===== src/rtl/mdio_master.sv =====
// rtl/mdio_master.sv - Clause 22 MDIO master: one read/write command in, one 64-bit MDC/MDIO frame out
//
// Purpose: accepts a single register command over cmd_valid/cmd_ready, shifts out
// preamble/ST/OP/PHYAD/REGAD/TA/data MSB first on mdio_o/mdio_oe with mdc derived
// from clk (CLK_DIV clk cycles per half period), and for reads captures the PHY's
// 16-bit response, returned with a one-cycle read_data_valid strobe.
//
// Ports:
//   clk, resetn                         system clock, synchronous active-low reset
//   cmd_valid/cmd_ready                 command handshake (cmd_ready=1 only when idle)
//   read_write, reg_adr, write_data     command fields, latched at acceptance
//   read_data_valid, read_data, read_err  read completion strobe, data, no-response flag
//   mdc, mdio_o, mdio_oe, mdio_i        board management pins
module mdio_master #(
  parameter int          CLK_DIV  = 50,
  parameter logic [4:0]  PHY_ADDR = 5'h01
) (
  input  logic        clk,
  input  logic        resetn,
  input  logic        cmd_valid,
  output logic        cmd_ready,
  input  logic        read_write,
  input  logic [4:0]  reg_adr,
  input  logic [15:0] write_data,
  output logic        read_data_valid,
  output logic [15:0] read_data,
  output logic        read_err,
  output logic        mdc,
  output logic        mdio_o,
  output logic        mdio_oe,
  input  logic        mdio_i
);

  localparam int DIV_W = (CLK_DIV > 1) ? $clog2(CLK_DIV) : 1;
  localparam logic [DIV_W-1:0] DIV_LAST = DIV_W'(CLK_DIV - 1);

  typedef enum logic {IDLE, SHIFT} state_t;

  state_t            state;
  logic [DIV_W-1:0]  div_cnt;
  logic              phase;      // 0 = low half (mdc=0), 1 = high half
  logic [5:0]        bit_cnt;
  logic [63:0]       frame_sr;   // remaining frame bits, next bit at [63]
  logic              is_read;
  logic [15:0]       rd_stage;
  logic              ta_bit;

  logic [63:0]       frame_full;
  logic              div_last;
  logic              sample;
  logic [15:0]       rd_next;
  logic [15:0]       rd_final;

  // For reads the TA/data positions are never driven (oe=0); fill them with ones.
  assign frame_full = {32'hFFFF_FFFF, 2'b01,
                       read_write ? 2'b10 : 2'b01,
                       PHY_ADDR, reg_adr,
                       read_write ? 2'b11 : 2'b10,
                       read_write ? 16'hFFFF : write_data};

  assign div_last = (div_cnt == DIV_LAST);
  // First cycle of a high half: the cycle in which mdc has just become 1.
  assign sample   = (state == SHIFT) && phase && (div_cnt == '0);
  assign rd_next  = {rd_stage[14:0], mdio_i};
  // With CLK_DIV=1 the last data bit is sampled on the same edge that ends the frame.
  assign rd_final = (sample && (bit_cnt >= 6'd48)) ? rd_next : rd_stage;

  always_ff @(posedge clk) begin
    if (!resetn) begin
      state           <= IDLE;
      cmd_ready       <= 1'b1;
      read_data_valid <= 1'b0;
      read_data       <= 16'h0000;
      read_err        <= 1'b0;
      mdc             <= 1'b0;
      mdio_o          <= 1'b1;
      mdio_oe         <= 1'b0;
      div_cnt         <= '0;
      phase           <= 1'b0;
      bit_cnt         <= 6'd0;
      frame_sr        <= '1;
      is_read         <= 1'b0;
      rd_stage        <= 16'h0000;
      ta_bit          <= 1'b0;
    end else begin
      read_data_valid <= 1'b0;
      case (state)
        IDLE: begin
          mdc     <= 1'b0;
          mdio_oe <= 1'b0;
          mdio_o  <= 1'b1;
          if (cmd_valid) begin
            state     <= SHIFT;
            cmd_ready <= 1'b0;
            is_read   <= read_write;
            mdio_o    <= frame_full[63];
            mdio_oe   <= 1'b1;
            frame_sr  <= {frame_full[62:0], 1'b1};
            div_cnt   <= '0;
            phase     <= 1'b0;
            bit_cnt   <= 6'd0;
          end
        end

        SHIFT: begin
          if (sample) begin
            if (bit_cnt == 6'd47) ta_bit <= mdio_i;
            if (bit_cnt >= 6'd48) rd_stage <= rd_next;
          end

          if (!div_last) begin
            div_cnt <= div_cnt + DIV_W'(1);
          end else begin
            div_cnt <= '0;
            phase   <= ~phase;
            if (!phase) begin
              mdc <= 1'b1;
            end else if (bit_cnt == 6'd63) begin
              state     <= IDLE;
              cmd_ready <= 1'b1;
              mdc       <= 1'b0;
              mdio_oe   <= 1'b0;
              mdio_o    <= 1'b1;
              if (is_read) begin
                read_data_valid <= 1'b1;
                read_data       <= rd_final;
                read_err        <= ta_bit;
              end
            end else begin
              bit_cnt  <= bit_cnt + 6'd1;
              mdc      <= 1'b0;
              mdio_o   <= frame_sr[63];
              frame_sr <= {frame_sr[62:0], 1'b1};
              // Reads release the line from bit 46 (TA) onwards.
              mdio_oe  <= !is_read || (bit_cnt < 6'd45);
            end
          end
        end

        default: state <= IDLE;
      endcase
    end
  end

endmodule


===== config.mk =====
export PLATFORM = sky130hd
export DESIGN_NAME = mdio_master
export DESIGN_NICKNAME = d
export VERILOG_FILES = /design/src/rtl/mdio_master.sv
export SDC_FILE = /design/constraint.sdc
export NUM_CORES = 1
export LEC_CHECK = 0
export CORE_MARGIN = 3
export CORE_UTILIZATION = 56
export DETAILED_ROUTE_END_ITERATION = 16
export HOLD_SLACK_MARGIN = 0.1
export PLACE_DENSITY = 0.79
export SLEW_MARGIN = 20
export SYNTH_ARGS = -nofsm -noshare
export SYNTH_HDL_FRONTEND = slang
export SYNTH_SLANG_ARGS = --single-unit

===== constraint.sdc =====
create_clock -name clk -period 2.2 [get_ports clk]
set_input_delay 0.55 -clock clk [delete_from_list [all_inputs] [get_ports clk]]
set_output_delay 0.55 -clock clk [all_outputs]
set_load 0.05 [all_outputs]

==> results.yml <==
global_route:
  grt_max_degree: 33
  grt_usage_pct: 22.71
  grt_busiest_layer: "met2"
  antenna_found_initial: 0
  grt_use_met3_pct: 6.102
  met2_usage_pct: 38.48
  grt_overflow: 0
  grt_use_met1_pct: 27.71
  grt_first_pass_wirelength_um: 17850
  grt_pass1_vias: 3858
clocking:
  cts_buffers: 17
  h-tree-depth: 4
  root_buffer: "clkbuf_8"
  path_clk_slew_ps: 60
  insertion_delay_ps: 510
  cts_buffer_depth: 2
  cts_sinks: 117
  cts_tree: "done"
  postCtsSetupRepairBufs: 0
worst_setup_path:
  cp.arrival_ps: 1600
  worstPathRequired_ps: 1650
  path_cells: "clkdlybuf4s50_1"
  crit_buf_inv: 1
  cp_max_fo: 1
  cpPeakStageDelay_ps: 790
  startpoint_type: "flip-flop"
  crit_slowest_cell: "clkdlybuf4s50_1"
  end_kind: "primary output"
  critPathTopFamily: "buffers and inverters"
  criticalPathCategory: "flip-flop to primary output"
synthesis:
  avgSynthCellArea_sq_um: 9.220
  synth_cell_types: 50
  syn_area_sq_um: 4674
  synth_edf_count: 0
  ys_top_cells_by_area: "dfxtp_1, mux2i_1, nor2_1"
  synth-async-reset-ratio_pct: 0
  synthCells: 507
  yosysTopAreaCellShare_pct: 50.11
  ys_ff_latch: 117
  synth_seq_area_share_pct: 50.11
  ys_warn_count: 0
  yosysTopAreaCell: "dfxtp_1"
  synth_top_flop_cell: "dfxtp_1"
  syn-num-nets: 538
pwr:
  intPower_mw: 4.191
  ir_worst_vdd_v: 0.0007400
  switching_power_mw: 1.207
  power_density_nw_per_um2: 914.9
  pwr-share-seq_pct: 40.7
  power.leakage_nw: 2.441
  clkPwrFrac_pct: 53.4
  swShare_pct: 22.37
  total_power_mw: 5.398
  power_frac_comb_pct: 5.9
cells_and_area:
  final_core_util_pct: 74.43
  fillers: 559
  area_growth_pct: 26.23
  nNetsFinal: 585
  diodes: 0
  final_cell_mix: "dfxtp_1, nor2_1, mux2i_1, a21oi_1, o21ai_0"
  layout_commonest_cell: "dfxtp_1"
  design_area_sq_um: 5901
  drive_gt1_share_pct: 10.93
sta:
  finalHoldViolations: 0
  max_freq_ghz: 0.4658
  relSlewSlack_pct: 65.84
  setup_viol: 0
  tightest_slew_ps: 514.4
  finalSetupTns_ps: 0
  finalCritPeriodShare_pct: 97.58
  layout_min_cycle_time_ps: 2147
  worst_slack_ps: 53.17
  drv_slew: 0
  rsz0062_at_grt: "false"
  fin_skew_ps: 16.00
outcome:
  status: "complete, no violations"
die:
  die_w_um: 97.37
  coreArea_sq_um: 7928
  initial_utilization_pct: 58.96
  row_count: 32
  boundaryPins: 48
  die_y_um: 97.37
  dieArea_sq_um: 9480
route:
  via_per_inst: 5.969
  drc: 0
  drt-initial-drc-count: 252
  drt-total-wl_um: 10540
  drtAntennaViolNets: 0
  wl_per_cell_um: 15.76
  dr_total_vias: 3993
  first_pass_iters: 4
hold_path:
  hp-class: "flip-flop to flip-flop"
placed_design:
  portBuffers: 47
  pre_cts_ws_ps: 154.1
  gp_congestion: 0.8073
  hpwl_um: 6455
  placed_cell_area_sq_um: 5271
job:
  cap_viol_max_count: 0
-- cell families (layout without fill, tap and decap cells) --
family,count (synthesis),count (layout),synth area share [%]
xor+xnor,1,1,0.1874
simple gates,164,164,17.51
fa+ha+maj,5,5,1.338
compound gates,129,129,17.32
flops,117,117,50.11
buf+inv,51,111,4.979
mux,40,40,8.565
-- synth_stat cells (all sizes together), types with 2 or more instances --
cell	count
a21oi	40
a221o	5
a221oi	7
a31oi	4
and2	6
and3	3
buf	25
clkbuf	17
dfxtp	117
ha	5
inv	8
mux2i	40
nand2	27
nand3	29
nand4	8
nor2	58
nor2b	2
nor3	10
nor4	7
o211ai	16
o21ai	31
o21bai	2
o22ai	15
o31ai	3
or3	4
or4	2
-- registers in the layout, summed over array words and instances (netlist names) --
register,cells
read_data_valid,1
ta_bit,1
div_cnt,6
cmd_ready,1
mdc,1
read_err,1
read_data,16
mdio_oe,1
rd_stage,16
frame_sr,63
state,1
mdio_o,1
phase,1
bit_cnt,6
is_read,1
-- layer usage --
metal,vias up,part of all wire [%],wire (um)
li1,1938,-,-
met1,1921,43,4537
met2,118,50,5319
met3,16,4.8,509
met4,0,1.7,174
met5,-,0,0
-- worst paths after layout --
check / startpoint / endpoint / slack [ps] / depth (start not counted)
worst min-delay path: rd_stage[15]$_SDFFE_PN0P_ / rd_stage[15]$_SDFFE_PN0P_ / 470 / 2
worst min register to register: rd_stage[15]$_SDFFE_PN0P_ / rd_stage[15]$_SDFFE_PN0P_ / 470 / 2
worst max register to register: div_cnt[0]$_SDFFE_PN0P_ / read_data[10]$_SDFFE_PN0P_ / 260 / 6
worst max-delay path: read_data_valid$_SDFF_PN0_ / read_data_valid / 50 / 1
-- stage by stage --
stage | hold slack (ps) | cells
after floorplan | 434.5 | 507
after global placement | 446.0 | 637
after detailed placement | 456.2 | 637
after CTS | 474.7 | 669
after global routing | 492.0 | 669
final | 467.1 | 669
-- area by class of cell --
type                       instances  area, sq um  share of cell area (%)
multi-input combinational        339         2100                   35.58
sequential                       117         2342                   39.69
clock buffer                      18        427.9                   7.252
timing repair buffer              70        668.1                   11.32
tap                              102        127.6                   2.163
clock inverter                    14        201.4                   3.414
inverter                           9        33.78                  0.5725
-- repair_timing --
item | 4_1_cts | 5_1_grt
hold buffers | 0 | 0
gates resized for setup | 14 | 7
endpoints found under the hold margin | 0 | 0
setup endpoints to repair | 14 | 7
-- power by group through the flow --
stage | combinational, mW | clock, mW | sequential, mW
after floorplan | 0.194 | 0 | 2.24
after global placement | 0.308 | 0 | 2.24
after detailed placement | 0.315 | 0 | 2.24
after CTS | 0.318 | 2.92 | 2.19
after global routing | 0.348 | 3.02 | 2.20
final | 0.319 | 2.88 | 2.20
(Power assumes the default switching activity.)
